File: src/rtl/huff_out_sched.sv
// huff_out_sched -- output-phase controller of the Huffman encoder.
//
// Takes the finished code table from the tree builder and picks a fixed
// 5-symbol message by mode. It then shifts those symbols' codewords out
// MSB-first, one bit per cycle, on out_code qualified by out_valid.
//
// Ports:
//   clk        rising-edge clock
//   rst        synchronous, active-high reset
//   tbl_valid  one-cycle pulse: tbl_mode/tbl_len/tbl_code valid this cycle
//   tbl_mode   0: I L O V E (4,5,6,7,3)   1: I C L A B (4,2,5,0,1)
//   tbl_len    NSYM x LEN_W code lengths, symbol k at [LEN_W*k +: LEN_W]
//   tbl_code   NSYM x CODE_W codewords, right-aligned, symbol k at [CODE_W*k +: CODE_W]
//   busy       high from the cycle after accept until the cycle after done
//   out_valid  a code bit is on out_code
//   out_code   serial code bit, 0 when out_valid is 0
//   done       one-cycle pulse in the cycle after the last bit
//
// All outputs are registered. The FSM works one cycle ahead of the pins,
// so a table sampled at edge T gives its first bit in cycle T+1.
module huff_out_sched #(
   parameter int NSYM    = 8,
   parameter int LEN_W   = 3,
   parameter int CODE_W  = 7,
   parameter int MSG_LEN = 5
) (
   input  logic                     clk,
   input  logic                     rst,
   input  logic                     tbl_valid,
   input  logic                     tbl_mode,
   input  logic [NSYM*LEN_W-1:0]    tbl_len,
   input  logic [NSYM*CODE_W-1:0]   tbl_code,
   output logic                     busy,
   output logic                     out_valid,
   output logic                     out_code,
   output logic                     done
);

   localparam int PTR_W = (MSG_LEN > 1) ? $clog2(MSG_LEN) : 1;

   typedef enum logic [1:0] {IDLE, SEND, SKIP, FIN} state_t;

   // Table index of the symbol at message position pos.
   function automatic int msg_sym(input logic mode, input int pos);
      int s;
      s = 0;
      if (!mode) begin
         case (pos)
            0:       s = 4;
            1:       s = 5;
            2:       s = 6;
            3:       s = 7;
            default: s = 3;
         endcase
      end else begin
         case (pos)
            0:       s = 4;
            1:       s = 2;
            2:       s = 5;
            3:       s = 0;
            default: s = 1;
         endcase
      end
      return s;
   endfunction

   // Message-ordered view of the incoming table. Only the selected
   // entries are latched; together they carry both table and mode.
   logic [LEN_W-1:0]  in_len  [MSG_LEN];
   logic [CODE_W-1:0] in_code [MSG_LEN];

   for (genvar gi = 0; gi < MSG_LEN; gi++) begin : g_sel
      localparam int S0 = msg_sym(1'b0, gi);
      localparam int S1 = msg_sym(1'b1, gi);
      assign in_len[gi]  = tbl_mode ? tbl_len[S1*LEN_W +: LEN_W]
                                    : tbl_len[S0*LEN_W +: LEN_W];
      assign in_code[gi] = tbl_mode ? tbl_code[S1*CODE_W +: CODE_W]
                                    : tbl_code[S0*CODE_W +: CODE_W];
   end

   state_t            state_reg, state_next;
   logic [PTR_W-1:0]  sym_reg, sym_next;
   logic [LEN_W-1:0]  bit_reg, bit_next;
   logic [LEN_W-1:0]  len_reg  [MSG_LEN];
   logic [CODE_W-1:0] code_reg [MSG_LEN];
   logic              busy_reg, busy_next;
   logic              valid_reg, valid_next;
   logic              code_bit_reg, code_bit_next;
   logic              done_reg, done_next;
   logic              load;

   logic              in_all_zero;
   logic [PTR_W-1:0]  skip_sym;
   logic [PTR_W-1:0]  cur_sym, nxt_sym;
   logic [LEN_W-1:0]  cur_bit;
   logic              nxt_found;

   // in_all_zero: the incoming message has no bits at all.
   // skip_sym: first non-empty symbol at or after sym_reg. SKIP is only
   // entered when such a symbol exists, so it always resolves.
   always_comb begin
      in_all_zero = 1'b1;
      skip_sym    = sym_reg;
      for (int i = 0; i < MSG_LEN; i++) begin
         if (in_len[i] != '0) in_all_zero = 1'b0;
      end
      for (int i = MSG_LEN - 1; i >= 0; i--) begin
         if (PTR_W'(i) >= sym_reg && len_reg[i] != '0) skip_sym = PTR_W'(i);
      end
   end

   always_comb begin
      state_next    = state_reg;
      sym_next      = sym_reg;
      bit_next      = bit_reg;
      load          = 1'b0;
      busy_next     = (state_reg != IDLE);
      valid_next    = 1'b0;
      code_bit_next = 1'b0;
      done_next     = 1'b0;
      cur_sym       = sym_reg;
      cur_bit       = bit_reg;
      nxt_sym       = '0;
      nxt_found     = 1'b0;

      case (state_reg)
         IDLE: begin
            // busy_reg still shows the FIN cycle, so a restart is only
            // taken once busy has visibly dropped.
            if (tbl_valid && !busy_reg) begin
               load     = 1'b1;
               sym_next = '0;
               if (in_all_zero) begin
                  state_next = FIN;
               end else if (in_len[0] == '0) begin
                  state_next = SKIP;
               end else begin
                  bit_next   = in_len[0] - LEN_W'(1);
                  state_next = SEND;
               end
            end
         end
         SEND, SKIP: begin
            // SKIP jumps straight to the first bit of the next non-empty
            // symbol, so empty symbols never cost a cycle.
            if (state_reg == SKIP) begin
               cur_sym = skip_sym;
               cur_bit = len_reg[skip_sym] - LEN_W'(1);
            end
            valid_next    = 1'b1;
            code_bit_next = code_reg[cur_sym][cur_bit];
            if (cur_bit == '0) begin
               // Descending scan leaves the lowest later non-empty symbol.
               for (int i = MSG_LEN - 1; i >= 0; i--) begin
                  if (PTR_W'(i) > cur_sym && len_reg[i] != '0) begin
                     nxt_sym   = PTR_W'(i);
                     nxt_found = 1'b1;
                  end
               end
               if (nxt_found) begin
                  sym_next   = nxt_sym;
                  bit_next   = len_reg[nxt_sym] - LEN_W'(1);
                  state_next = SEND;
               end else begin
                  state_next = FIN;
               end
            end else begin
               sym_next   = cur_sym;
               bit_next   = cur_bit - LEN_W'(1);
               state_next = SEND;
            end
         end
         FIN: begin
            done_next  = 1'b1;
            state_next = IDLE;
         end
         default: state_next = IDLE;
      endcase
   end

   always_ff @(posedge clk) begin
      if (rst) begin
         state_reg    <= IDLE;
         sym_reg      <= '0;
         bit_reg      <= '0;
         busy_reg     <= 1'b0;
         valid_reg    <= 1'b0;
         code_bit_reg <= 1'b0;
         done_reg     <= 1'b0;
         for (int i = 0; i < MSG_LEN; i++) begin
            len_reg[i]  <= '0;
            code_reg[i] <= '0;
         end
      end else begin
         state_reg    <= state_next;
         sym_reg      <= sym_next;
         bit_reg      <= bit_next;
         busy_reg     <= busy_next;
         valid_reg    <= valid_next;
         code_bit_reg <= code_bit_next;
         done_reg     <= done_next;
         if (load) begin
            for (int i = 0; i < MSG_LEN; i++) begin
               len_reg[i]  <= in_len[i];
               code_reg[i] <= in_code[i];
            end
         end
      end
   end

   assign busy      = busy_reg;
   assign out_valid = valid_reg;
   assign out_code  = code_bit_reg;
   assign done      = done_reg;

endmodule

File: config.mk
export PLATFORM = sky130hd
export DESIGN_NAME = huff_out_sched
export DESIGN_NICKNAME = d
export VERILOG_FILES = /design/src/rtl/huff_out_sched.sv
export SDC_FILE = /design/constraint.sdc
export NUM_CORES = 1
export LEC_CHECK = 0
export ABC_AREA = 1
export CAP_MARGIN = 10
export CORE_UTILIZATION = 50
export CTS_CLUSTER_SIZE = 14
export DETAILED_ROUTE_END_ITERATION = 16
export HOLD_SLACK_MARGIN = 0.05
export PLACE_DENSITY_LB_ADDON = 0.3
export SLEW_MARGIN = 5
export SYNTH_ARGS = -nofsm -noshare
export SYNTH_HDL_FRONTEND = slang
export SYNTH_SLANG_ARGS = --single-unit
File: constraint.sdc
create_clock -name clk -period 4.2 [get_ports clk]
set_input_delay 0.84 -clock clk [delete_from_list [all_inputs] [get_ports clk]]
set_output_delay 0.84 -clock clk [all_outputs]
set_load 0.005 [all_outputs]
==> out/qor.yml <==
gp_congestion: 0.929
grt_max_degree: 48
drc: 0
htreeDepth: 3
power.internal_uw: 1250
portBuffers: 87
grt_use_total: 0.262
synth_area_leader_cell: "edfxtp_1"
detail-route-antenna-nets: 0
nets: 679
synth-seq-cells: 62
rows: 31
top_usage_layer: "met2"
crit_buf_inv: 3
yosysWarnings: 0
worst_slew_pin_slew_ns: 0.573
drtIter0Drc: 209
slew_headroom: 0.618
postCtsResizedCells: 0
max_stage_delay_ns: 0.44
cts_buffers: 9
cp_num_cells: 22
reg2reg_to: "bit_reg[1]$_SDFFE_PP0P_"
seq_area_frac_synth: 0.445
coreArea_mm2: 0.00741
outcome: "finished, final reports clean"
synth_top_area_share: 0.384
synth-main-ff-cell: "edfxtp_1"
drt-total-wl_mm: 10.1
use_met3: 0.0505
start_util: 0.528
layout_min_cycle_time_ns: 3.57
seqPwrFrac: 0.413
p_per_area_mw_per_mm2: 370
rrSetupSlack_ns: 0.63
cp_common_cell: "o21ai_0"
critPathCaptureType: "flop"
layout-area-overhead-vs-synth_pct: 29.7
via_per_inst: 5.34
largest_reg_flops: 35
cts_tree: "yes"
syn_area_mm2: 0.00392
critPathTopFamily: "simple AND/OR/NAND/NOR gates"
worst-path-max-fanout: 10
hp-class: "flop to flop"
synthArstFlopShare: 0
maxSlewViolCount: 0
synth.distinct_cells: 44
clockPowerShare: 0.277
antenna_found_initial: 0
grt.overflow.total: 0
rr_worst_depth: 22
cts-root-buf: "clkbuf_8"
cp-startpoint: "len_reg[2][2]$_SDFFCE_PN0P_"
endpoint: "bit_reg[1]$_SDFFE_PP0P_"
p_total_uw: 1880
synth_edf_count: 50
clk_pin_slew_worst_paths_ns: 0.07
syn_avg_cell_area_um2: 7.77
power_frac_comb: 0.310
p_switching_uw: 626
period_share: 0.849
cts_buffer_depth: 2
required_ns: 4.47
cts_hold_buf: 0
mostFrequentLayoutCells: "nand2_1 (134), clkdlybuf4s50_1 (87), nor2_1 (58)"
hold_depth: 2
grt_use_met2: 0.461
fmax_ghz: 0.280
rsz0062_at_grt: "no"
grt_pass1_wl_mm: 16.7
clock-sinks: 62
rr_startpoint: "len_reg[2][2]$_SDFFCE_PN0P_"
ir_drop_mv: 0.207
die_h_um: 90.5
cts_setup_buffers: 0
drtPass1Iterations: 5
grt.met1_usage: 0.314
synth_area_leaders: "edfxtp_1 (38%), nand2_1 (13%), dfxtp_1 (6.1%)"
worst_clock_skew_ns: 0.00857
crit_chain: "inv_1 > nand2_1 > nand2_1 > nand3_1 > nand2_2 > inv_2 > a21oi_1 > o21ai_0 > o21ai_0 > nand2_1 > o21ai_0 > ha_1 > o21ai_0 > inv_1 > nand3_2 > nor2_8 > o2111ai_1 > nand4_1 > o21ai_0 > ha_1 > or2_1 > a21oi_1"
clock_latency_ns: 0.34
hold_violations: 0
fillers: 619
dp_hpwl_mm: 7.66
syn-instance-count: 504
num_io_pins: 88
die_area_mm2: 0.00819
arrival_ns: 3.83
syn_nets: 593
setup_violations: 0
final_common_cell: "nand2_1"
num_vias: 3708
swShare: 0.333
drive_gt1_frac: 0.116
drv_cap: 0
diodes: 0
power.leakage_uw: 0.00217
first_global_vias: 3537
crit_type: "flop to flop"
slowest_stage: "edfxtp_1"
die_x_um: 90.5
wl_per_cell_um: 14.6
worstSetupStartpointType: "flop"
setup_tns_ns: 0
-- metrics by stage --
stage,hold WS (ns),worst slack (ns),cells,area (um^2),utilization
after floorplan,0.444,1.05,504,3920,-
after global placement,0.456,0.751,678,4880,0.659
after detailed placement,0.487,0.678,678,4880,0.659
after CTS,0.495,0.694,694,5080,0.685
after global routing,0.522,0.259,694,5080,0.685
final,0.497,0.633,694,5080,0.685
-- synthesized netlist by cell type, drive strengths merged (2+ instances only) --
cell type	count
a21oi	41
nor3	5
or2	4
dfxtp	12
mux2i	4
nand2	151
clkbuf	10
nand4	5
edfxtp	50
o22ai	6
ha	5
buf	6
a211oi	2
nor2	64
o21ai	35
o31ai	2
inv	59
o211ai	5
nand3	31
-- worst min-delay path by stage --
stage | endpoint | start
final | bit_reg[1]$_SDFFE_PP0P_ | bit_reg[1]$_SDFFE_PP0P_
after global routing | bit_reg[1]$_SDFFE_PP0P_ | bit_reg[1]$_SDFFE_PP0P_
after detailed placement | bit_reg[1]$_SDFFE_PP0P_ | bit_reg[1]$_SDFFE_PP0P_
after CTS | bit_reg[1]$_SDFFE_PP0P_ | bit_reg[1]$_SDFFE_PP0P_
after floorplan | bit_reg[1]$_SDFFE_PP0P_ | bit_reg[1]$_SDFFE_PP0P_
after global placement | bit_reg[1]$_SDFFE_PP0P_ | bit_reg[1]$_SDFFE_PP0P_
-- tightest hold or removal path, delay by kind of cell (launching register included) --
family	cells	cell delay [ns]
AOI/OAI and AO/OA	1	0.06
DFF	1	0.32
and+or+nand+nor	1	0.07
-- metal layers --
| metal | vias up | share of wire |
|---|---|---|
| met5 | - | 0 |
| met3 | 20 | 0.046 |
| met1 | 1720 | 0.43 |
| li1 | 1846 | - |
| met4 | 0 | 0.025 |
| met2 | 122 | 0.50 |
-- area by class of cell --
| type | instances | area [um^2] | share of cell area |
|---|---|---|---|
| multi-input combinational | 366 | 1880 | 0.371 |
| sequential | 62 | 1740 | 0.343 |
| timing repair buffer | 91 | 901 | 0.177 |
| inverter | 60 | 230 | 0.0453 |
| clock buffer | 14 | 184 | 0.0362 |
| tap | 99 | 124 | 0.0244 |
| clock inverter | 2 | 13.8 | 0.00271 |
-- power groups by stage --
stage                     logic [uW]  registers, uW  clock network, uW
after floorplan                  395            774                  0
final                            583            776                522
after global routing             647            781                559
after detailed placement         576            789                  0
after global placement           569            788                  0
after CTS                        580            776                525
-- cell families after synthesis --
group	Yosys count	share of synthesized area
adder cells (fa/ha/maj)	5	0.0160
multiplexers	4	0.0102
flip-flops	62	0.445
buffers and inverters	76	0.0748
AO/OA/AOI/OAI	96	0.138
AND/OR/NAND/NOR	261	0.316
Power figures use the tool's default switching activity.
